**src/rtl/usb_rx_phy_param.sv**
```systemverilog
// usb_rx_phy_param
//   USB full-speed receive front end with a configurable oversampling ratio.
//   Synchronises the raw D+/D- pair, recovers bit timing from line edges,
//   NRZI-decodes, removes stuffed bits, checks SYNC, assembles bytes and
//   reports packet framing and errors.
//
// Parameters
//   CLKS_PER_BIT  clocks per USB bit time (>= 4, even)
//   MAX_BYTES     largest legal number of data bytes after SYNC
//   STUFF_EN      1: drop stuffed zeros and flag stuff errors; 0: all bits are data
//
// Ports
//   clk         system clock
//   rst         synchronous active-high reset
//   dp_i, dm_i  asynchronous USB line pair
//   byte_data   assembled byte (LSB received first), valid with byte_valid
//   byte_valid  one-cycle strobe per delivered byte
//   sop         one-cycle pulse after a valid SYNC
//   eop         one-cycle pulse after a clean end of packet
//   rcving      high while a packet (or its error recovery) is in progress
//   r_error     sticky error flag, cleared at the next packet start
//   byte_count  data bytes delivered in the current / last packet
//
// Handshake: byte_valid, sop and eop are pure strobes with no back-pressure;
// the consumer must take byte_data in the single cycle byte_valid is high.
module usb_rx_phy_param #(
    parameter int CLKS_PER_BIT = 8,
    parameter int MAX_BYTES    = 64,
    parameter bit STUFF_EN     = 1'b1,
    localparam int CW          = $clog2(MAX_BYTES + 1)
) (
    input  logic          clk,
    input  logic          rst,
    input  logic          dp_i,
    input  logic          dm_i,
    output logic [7:0]    byte_data,
    output logic          byte_valid,
    output logic          sop,
    output logic          eop,
    output logic          rcving,
    output logic          r_error,
    output logic [CW-1:0] byte_count
);

    localparam int PW = $clog2(CLKS_PER_BIT);
    localparam logic [PW-1:0] PH_LAST   = PW'(CLKS_PER_BIT - 1);
    localparam logic [PW-1:0] PH_SAMPLE = PW'(CLKS_PER_BIT / 2 - 1);
    localparam logic [CW-1:0] CNT_MAX   = CW'(MAX_BYTES);

    localparam logic [1:0] SYM_J   = 2'b10;
    localparam logic [1:0] SYM_K   = 2'b01;
    localparam logic [1:0] SYM_SE0 = 2'b00;
    localparam logic [1:0] SYM_SE1 = 2'b11;

    typedef enum logic [2:0] {
        ST_IDLE,
        ST_SYNC,
        ST_DATA,
        ST_EOP,
        ST_ERR
    } state_t;

    // ------------------------------------------------------------------
    // Synchroniser and bit timing
    // ------------------------------------------------------------------
    logic          dp_meta, dp_sync, dm_meta, dm_sync;
    logic [1:0]    sym_d;
    logic [PW-1:0] phase;
    logic [1:0]    sym;
    logic          sym_change;
    logic          sample;

    assign sym        = {dp_sync, dm_sync};
    assign sym_change = (sym != sym_d);
    // Never sample on the cycle a new symbol first appears: the counter is
    // about to realign to that edge and will sample it mid-bit instead.
    assign sample     = !sym_change && (phase == PH_SAMPLE);

    always_ff @(posedge clk) begin
        if (rst) begin
            // Synchroniser resets to J so an idle line produces no false edge.
            dp_meta <= 1'b1;
            dp_sync <= 1'b1;
            dm_meta <= 1'b0;
            dm_sync <= 1'b0;
            sym_d   <= SYM_J;
            phase   <= '0;
        end else begin
            dp_meta <= dp_i;
            dp_sync <= dp_meta;
            dm_meta <= dm_i;
            dm_sync <= dm_meta;
            sym_d   <= sym;
            if (sym_change || phase == PH_LAST) begin
                phase <= '0;
            end else begin
                phase <= phase + 1'b1;
            end
        end
    end

    // ------------------------------------------------------------------
    // Receive FSM
    // ------------------------------------------------------------------
    state_t        state, state_n;
    logic [1:0]    prev_samp, prev_samp_n;
    logic [7:0]    shreg, shreg_n;
    logic [2:0]    bit_idx, bit_idx_n;
    logic [2:0]    ones, ones_n;
    logic          se0_seen, se0_seen_n;
    logic [7:0]    byte_data_n;
    logic          byte_valid_n, sop_n, eop_n, rcving_n, r_error_n;
    logic [CW-1:0] byte_count_n;

    logic          decoded;
    logic [7:0]    shifted;
    logic          is_jk;
    logic [2:0]    ones_inc;

    assign decoded  = (sym == prev_samp);
    assign shifted  = {decoded, shreg[7:1]};
    assign is_jk    = (sym == SYM_J) || (sym == SYM_K);
    assign ones_inc = decoded ? ((ones == 3'd7) ? ones : ones + 3'd1) : 3'd0;

    always_ff @(posedge clk) begin
        if (rst) begin
            state      <= ST_IDLE;
            prev_samp  <= SYM_J;
            shreg      <= '0;
            bit_idx    <= '0;
            ones       <= '0;
            se0_seen   <= 1'b0;
            byte_data  <= '0;
            byte_valid <= 1'b0;
            sop        <= 1'b0;
            eop        <= 1'b0;
            rcving     <= 1'b0;
            r_error    <= 1'b0;
            byte_count <= '0;
        end else begin
            state      <= state_n;
            prev_samp  <= prev_samp_n;
            shreg      <= shreg_n;
            bit_idx    <= bit_idx_n;
            ones       <= ones_n;
            se0_seen   <= se0_seen_n;
            byte_data  <= byte_data_n;
            byte_valid <= byte_valid_n;
            sop        <= sop_n;
            eop        <= eop_n;
            rcving     <= rcving_n;
            r_error    <= r_error_n;
            byte_count <= byte_count_n;
        end
    end

    always_comb begin
        state_n      = state;
        prev_samp_n  = prev_samp;
        shreg_n      = shreg;
        bit_idx_n    = bit_idx;
        ones_n       = ones;
        se0_seen_n   = se0_seen;
        byte_data_n  = byte_data;
        byte_valid_n = 1'b0;
        sop_n        = 1'b0;
        eop_n        = 1'b0;
        rcving_n     = rcving;
        r_error_n    = r_error;
        byte_count_n = byte_count;

        case (state)
            ST_IDLE: begin
                prev_samp_n = SYM_J;
                ones_n      = '0;
                bit_idx_n   = '0;
                if (sym_d == SYM_J && sym == SYM_K) begin
                    state_n      = ST_SYNC;
                    rcving_n     = 1'b1;
                    r_error_n    = 1'b0;
                    byte_count_n = '0;
                end
            end

            ST_SYNC: begin
                if (sample) begin
                    if (!is_jk) begin
                        state_n = ST_ERR;
                    end else begin
                        prev_samp_n = sym;
                        ones_n      = ones_inc;
                        shreg_n     = shifted;
                        bit_idx_n   = bit_idx + 3'd1;
                        if (bit_idx == 3'd7) begin
                            if (shifted == 8'h80) begin
                                state_n = ST_DATA;
                                sop_n   = 1'b1;
                            end else begin
                                state_n = ST_ERR;
                            end
                        end
                    end
                end
            end

            ST_DATA: begin
                if (sample) begin
                    if (sym == SYM_SE0) begin
                        state_n = (bit_idx == 3'd0) ? ST_EOP : ST_ERR;
                    end else if (sym == SYM_SE1) begin
                        state_n = ST_ERR;
                    end else begin
                        prev_samp_n = sym;
                        if (STUFF_EN && ones == 3'd6) begin
                            // Bit after six ones: a zero is the stuff bit and
                            // is dropped; a one breaks the stuffing rule.
                            if (decoded) begin
                                state_n = ST_ERR;
                            end else begin
                                ones_n = '0;
                            end
                        end else begin
                            ones_n    = ones_inc;
                            shreg_n   = shifted;
                            bit_idx_n = bit_idx + 3'd1;
                            if (bit_idx == 3'd7) begin
                                if (byte_count == CNT_MAX) begin
                                    state_n = ST_ERR;
                                end else begin
                                    byte_valid_n = 1'b1;
                                    byte_data_n  = shifted;
                                    byte_count_n = byte_count + 1'b1;
                                end
                            end
                        end
                    end
                end
            end

            ST_EOP: begin
                if (sample) begin
                    if (sym == SYM_J) begin
                        state_n  = ST_IDLE;
                        eop_n    = 1'b1;
                        rcving_n = 1'b0;
                    end else if (sym != SYM_SE0) begin
                        state_n = ST_ERR;
                    end
                end
            end

            ST_ERR: begin
                r_error_n = 1'b1;
                rcving_n  = 1'b1;
                if (sample) begin
                    if (sym == SYM_SE0) begin
                        se0_seen_n = 1'b1;
                    end else if (sym == SYM_J) begin
                        if (se0_seen) begin
                            state_n    = ST_IDLE;
                            rcving_n   = 1'b0;
                            se0_seen_n = 1'b0;
                        end
                    end else begin
                        se0_seen_n = 1'b0;
                    end
                end
            end

            default: begin
                state_n = ST_IDLE;
            end
        endcase

        // Entering ERR: flag immediately; an SE0 that caused the error
        // (early EOP) already counts toward the SE0-then-J exit.
        if (state_n == ST_ERR && state != ST_ERR) begin
            r_error_n  = 1'b1;
            se0_seen_n = (sym == SYM_SE0);
        end
    end

endmodule

```
**config.mk**
```make
export PLATFORM = sky130hd
export DESIGN_NAME = usb_rx_phy_param
export DESIGN_NICKNAME = d
export VERILOG_FILES = /design/src/rtl/usb_rx_phy_param.sv
export SDC_FILE = /design/constraint.sdc
export NUM_CORES = 1
export LEC_CHECK = 0
export CAP_MARGIN = 40
export CORE_ASPECT_RATIO = 1.75
export CORE_UTILIZATION = 51
export DETAILED_ROUTE_END_ITERATION = 6
export PLACE_DENSITY = 0.78
export SLEW_MARGIN = 20
export SYNTH_ARGS = -nofsm -noshare
export SYNTH_HDL_FRONTEND = slang
export SYNTH_SLANG_ARGS = --single-unit
```
**constraint.sdc**
```tcl
create_clock -name clk -period 2.32 [get_ports clk]
set_clock_uncertainty 0.15 [all_clocks]
set_input_delay 0.464 -clock clk [delete_from_list [all_inputs] [get_ports clk]]
set_output_delay 0.464 -clock clk [all_outputs]
set_load 0.03 [all_outputs]
```
==> flow_summary_export.csv <==
group,metric,value,unit
status,outcome,"finished, final reports clean",
yosys,yosys.area_share.xor_xnor,2.94,%
yosys,synth_top_family_by_area,"simple AND/OR/NAND/NOR gates",
yosys,synthAdderAreaFrac,7.34,%
yosys,async_flop_share,0,%
critical_path,critPathMaxStageDelay,0.50,ns
route,remaining_drc_errors,0,
layout,diodes,0,
critical_path,r2r_cells,7,
power,comb_power_share,5.6,%
power,seqPwrFrac,53.4,%
power,p_leak,1.17,nW
sta,setup_viol,0,
yosys,synth_most_common_cell,"dfxtp_1",
yosys,synth_top_area_cell,"dfxtp_1",
clock_network,clock_path_buffers,2,
clock_network,clk_pin_slew,0.09,ns
route,post_drt_wl_per_cell,15.3,um
sta,drv_slew,0,
grt,grt_max_degree,25,
yosys,syn_inst,268,
min_path,whs_path_depth,1,
route,vias,2159,
placed_design,place_hpwl,4.12,mm
grt,antenna_found_initial,0,
sta,tightest_slew,0.520,ns
critical_path,critPathMaxFanout,5,
yosys,synthTopCellsByCount,"dfxtp_1 (48), nand2_1 (25), nor2_1 (23), mux2i_1 (15)",
power,p_int,1.22,mW
yosys,ys.flop_type,"dfxtp_1",
die,dieArea,4970,sq um
yosys,muxShareOfSynthArea,6.29,%
placed_design,gp_congestion,0.942,
sta,fin_crit_sh,99.7,%
layout,final_core_util,67.7,%
yosys,ys_warn_count,0,
layout,syn2layout_area_growth,26.1,%
route,ant_nets,0,
clock_network,cts_tree,"yes",
sta,slew_headroom,65.0,%
grt,grtUsageTotal,25.4,%
yosys,yosys.area_share.simple,20.8,%
layout,nets,331,
clock_network,htreeDepth,2,
yosys,syn_nets,286,
grt,overflow,0,
critical_path,critPathArrivalTime,2.41,ns
yosys,netlist-cell-type-count,54,
critical_path,crit_required,2.41,ns
power,pwr_density_cell,520,nW/um^2
critical_path,crit_type,"flop to flop",
yosys,synth_compound_area_share,17.8,%
yosys,synth_top_area_share,40.3,%
clock_network,root_buffer,"clkbuf_8",
power,p_clk_share,41.0,%
sta,fmax,0.433,GHz
die,start_util,53.7,%
placed_design,io_buffers,23,
route,routed_wl,5.60,mm
die,die_w,53.7,um
yosys,avgSynthCellArea,8.91,sq um
layout,layout-drive-gt1-share,17.8,%
power,peakVddDrop,467,uV
die,design.portCount,24,
route,vias_per_cell,5.92,
clock_network,numCtsBuffers,5,
clock_network,worstSkewPairLatency,0.31,ns
critical_path,cp-start-kind,"flop",
run,max_cap_violations,0,
die,rows,32,
placed_design,dp_cells,353,
yosys,syn_area,2390,sq um
layout,layout.cells.non_filler,365,
critical_path,path_cells,"inv_4 -> ha_4 -> or4b_4 -> a211oi_4 -> nand4_2 -> or4_1 -> a21oi_1",
yosys,seq_area_frac_synth,40.3,%
layout,fillers,366,
min_path,hp-class,"flop to flop",
yosys,synth_seq_cells,48,
power,power,1.57,mW
grt,grt_pass1_wl,9.45,mm
sta,rsz0062_at_grt,"yes",
critical_path,cp_slowest_cell,"or4b_4",
route,drt_iter0_drc,69,
yosys,synth_edf_count,0,
grt,grt_pass1_vias,2162,
clock_network,cts_sinks,48,
die,die_y,92.5,um
power,switchingPower,0.348,mW
yosys,ys_top_cells_by_area,"dfxtp_1 (40%), ha_1 (7.3%), mux2i_1 (6.3%), nand2_1 (3.9%), nor2_1 (3.6%)",
sta,min_period,2.31,ns
power,p_sw_share,22.2,%
critical_path,cp-end-kind,"flop",
die,core_region_area,4440,sq um
route,drtPass1Iterations,4,
sta,finalHoldViolations,0,
## critical path: cells and delay by family (launching register included)
kind            cells  cell delay [ns]
buf+inv             1             0.04
fa+ha+maj           1             0.15
compound gates      2             0.42
flops               1             0.39
simple gates        3             1.10
## registers in the layout, summed over array words and instances (netlist names), 2 cells and up
register    flops
byte_data       8
byte_count      7
shreg           7
bit_idx         3
ones            3
phase           3
state           3
prev_samp       2
sym_d           2
## per-layer routing
layer / vias to the layer above / track usage (%) / part of all wire [%]
met4: 0 / 13.4 / 3.6
li1: 1053 / - / -
met2: 66 / 44.1 / 54
met5: - / 0 / 0
met1: 1015 / 26.6 / 38
met3: 25 / 5.58 / 3.9
## per-stage QoR
| step | worst slack, ns | hold slack, ns | area, sq um | TNS [ns] |
|---|---|---|---|---|
| 2_1_floorplan | 0.0383 | 0.239 | 2410 | 0 |
| 3_3_place_gp | 0.0794 | 0.241 | 2830 | 0 |
| 3_5_place_dp | 0.0237 | 0.244 | 2830 | 0 |
| 4_1_cts | 0.00790 | 0.265 | 2950 | 0 |
| 5_1_grt | -0.0441 | 0.289 | 3010 | -0.141 |
| 6_report | 0.00808 | 0.264 | 3010 | 0 |
## power groups by stage
| stage | Combinational (mW) | Sequential, mW | Clock, mW |
|---|---|---|---|
| 2_1_floorplan | 0.0520 | 0.855 | 0 |
| 3_3_place_gp | 0.0828 | 0.855 | 0 |
| 3_5_place_dp | 0.0838 | 0.855 | 0 |
| 4_1_cts | 0.0843 | 0.836 | 0.652 |
| 5_1_grt | 0.0993 | 0.837 | 0.688 |
| 6_report | 0.0879 | 0.836 | 0.642 |
## cell usage in the layout (no fill, tap or decap), types with 5 or more instances in the layout
cell	netlist	routed
nand4_1	5	5
o211ai_1	5	5
buf_4	0	24
mux2i_1	15	15
nor3_1	6	6
nand3_1	6	6
nand2_1	25	24
nor2_1	23	22
inv_1	14	12
o21ai_0	6	6
o21ai_1	7	7
inv_2	4	5
clkbuf_8	0	6
ha_1	14	13
dfxtp_1	48	46
clkdlybuf4s50_1	0	23
a21oi_1	10	9
## cells by family (layout without fill, tap and decap cells)
family	after synthesis	after routing
buffers and inverters	28	74
XOR/XNOR	8	8
flip-flops	48	48
AND/OR/NAND/NOR	96	96
AO/OA/AOI/OAI	59	59
multiplexers	15	15
adder cells (fa/ha/maj)	14	14
## cell type report
cell class | instances | area (sq um) | share of cell area (%)
well taps | 51 | 63.8 | 2.12
repair buffers | 48 | 430 | 14.3
multi-input cells | 192 | 1360 | 45.1
flip-flops and latches | 48 | 968 | 32.2
clock inverters | 2 | 38.8 | 1.29
inverters | 18 | 70.1 | 2.33
clock buffers | 6 | 82.6 | 2.74
## repair_timing
action                                  in CTS  in global routing
hold buffers                                 0                  0
gates resized for setup                      0                  7
setup buffers                                0                  4
endpoints found under the setup margin       0                 19
## worst paths after layout
kind,start,to,slack (ns)
setup / recovery,dp_sync,byte_count[6],0.008
hold / removal,dp_meta,dp_sync,0.26
setup reg to reg,dp_sync,byte_count[6],0.008
hold reg to reg,dp_meta,dp_sync,0.26
(Power assumes the default switching activity.)
==> variant (same settings) <==
Put one more register stage on the output `byte_valid`, cleared by the reset. The value now appears one clock later. The other outputs are not delayed to match. Comments in the files are not updated.
--- a/src/rtl/usb_rx_phy_param.sv
+++ b/src/rtl/usb_rx_phy_param.sv
@@ -61,4 +61,6 @@
     } state_t;
 
+    logic byte_valid_s0;
+
     // ------------------------------------------------------------------
     // Synchroniser and bit timing
@@ -132,5 +134,5 @@
             se0_seen   <= 1'b0;
             byte_data  <= '0;
-            byte_valid <= 1'b0;
+            byte_valid_s0 <= 1'b0;
             sop        <= 1'b0;
             eop        <= 1'b0;
@@ -146,5 +148,5 @@
             se0_seen   <= se0_seen_n;
             byte_data  <= byte_data_n;
-            byte_valid <= byte_valid_n;
+            byte_valid_s0 <= byte_valid_n;
             sop        <= sop_n;
             eop        <= eop_n;
@@ -281,4 +283,12 @@
     end
 
+    always_ff @(posedge clk) begin
+        if (rst) begin
+            byte_valid <= '0;
+        end else begin
+            byte_valid <= byte_valid_s0;
+        end
+    end
+
 endmodule
 
Formal check against the unedited RTL: same outputs for any inputs over 10 cycles, from zero or initial values and one cycle with rst high; that may be too few to reach the edited logic, so the function may still have changed.
==> variant against the original RTL <==
  * Area after synthesis is 2.1% higher
  * Total power is 4.4% lower
  * Count of clock-buffer cells in the layout stayed put
  * Combinational power is 2% higher
  * Final area is 2.3% lower
  * Critical path depth stayed put
  * Worst setup slack better by 0.11 ns
  * Largest cell class unchanged
  * Sequential cell count is 1 higher
  * Clock power is 14% lower
  * Die area is 2.1% higher
  * Routed wire length is 12% lower
  * Largest power group unchanged
==> variant: results (changes against the original RTL) <==
stage	metric	value	unit	change
synth	sequential-to-total area share from yosys stat	40.2	%	about the same
final_layout	number of fillers in the final layout	379		+3.6%
power_and_ir_drop	leakage	0.00109	uW	-6.4%
drt	number of DRC markers in iteration 0	46		-33%
place	HPWL after DPL	3430	um	-17%
place	gpl congestion	0.873		-7.3%
grt	first-pass GRT wire length	8000	um	-15%
sta	Worst-Margin Slew	0.489	ns	-0.0306 ns
synth	XOR/XNOR share of the synthesized area	4.21	%	+1.3 points
setup_path	CP max stage delay	0.41	ns	-0.09 ns
sta	Peak Freq	453	MHz	+4.8%
power_and_ir_drop	Sw Pwr	364	uW	+4.5%
final_layout	layout cells sized above 1	14.4	%	-3.5 points
final_layout	nets@finish	316		-4.5%
setup_path	cell family with most CP delay	compound AO/OA/AOI/OAI gates		
grt	largest net degree at the start of global routing	41		+64%
synth	top post-synthesis cells by area	dfxtp_1 (40%), ha_1 (7.2%), nor2_1 (7.1%)		
setup_path	arrival time worst endpoint	2.27	ns	-0.14 ns
synth	post-synthesis cell type count	56		+3.7%
synth	Synth Area in Adders	7.18	%	-0.15 points
setup_path	Reg2Reg Setup Slack	0.11	ns	+0.11 ns
drt	Vias/cell	5.57		-5.9%
synth	Synth top cells by count	dfxtp_1 (49), nor2_1 (46), mux2i_1 (16)		
synth	syn nets	282		-1.4%
place	Place WS	0.146	ns	+0.123 ns
floorplan	die width	54.3	um	+1.0%
run_status	run status	completed		
## variant: changes by cell type in the layout (fill, tap and decap cells not counted), sizes merged, moves of 3 or more
cell and change:
nand2 -14, inv -5, a31oi +4, nand2b +7, a41oi -4, o211ai -4
o21ai -6, buf -12, xor2 +3, nor2 +25
## variant: logic make-up (layout without fill, tap and decap cells)
kind of cell / after synthesis / after routing
AND/OR/NAND/NOR: 111 / 111
adder cells (fa/ha/maj): 14 / 14
buffers and inverters: 21 / 56
XOR/XNOR: 10 / 10
multiplexers: 16 / 16
flip-flops: 49 / 49
AO/OA/AOI/OAI: 43 / 43
## variant: worst min path at each step
stage	end	slack, ns
after global placement	dp_sync	0.24
after detailed placement	dp_sync	0.24
after floorplan	dp_sync	0.24
after global routing	dp_sync	0.29
after CTS	dp_sync	0.27
final	dp_sync	0.27
## variant: through the flow
step,util [%],hold slack (ns),TNS (ns),instance area [um^2],instances
finish,65.6,0.266,0,2940,350
global route,65.6,0.295,-0.00623,2940,350
CTS,64.4,0.268,0,2890,349
detailed placement,62.2,0.244,0,2790,341
global placement,62.2,0.242,0,2790,341
floorplan,-,0.239,0,2440,264
## variant: per-layer routing
metal  routed length (um)  GRT usage [%]  up-vias
met2                 2710           37.3       33
met3                  118           4.07       11
met4                  133           10.7        0
met1                 1950           23.1      920
met5                    0              0        -
li1                     -              -      985
## variant: repair_timing
| action | in CTS | in global routing |
|---|---|---|
| setup buffers | 0 | 1 |
| setup endpoints to repair | 0 | 8 |
| resized for setup | 0 | 8 |
## variant: power groups by stage
stage	clock network [uW]	registers (uW)	logic (uW)
CTS	563	854	87.0
global placement	0	873	84.7
global route	593	856	98.6
floorplan	0	876	55.6
detailed placement	0	874	86.6
finish	555	854	89.8
## variant: layout make-up
cell class	count	area, um^2	area share [%]
clock buffer	6	82.6	2.81
clock inverter	2	17.5	0.596
inverter	12	45.0	1.53
multi-input combinational	194	1410	48.0
sequential	49	981	33.4
tap	51	63.8	2.17
timing repair buffer	36	340	11.6
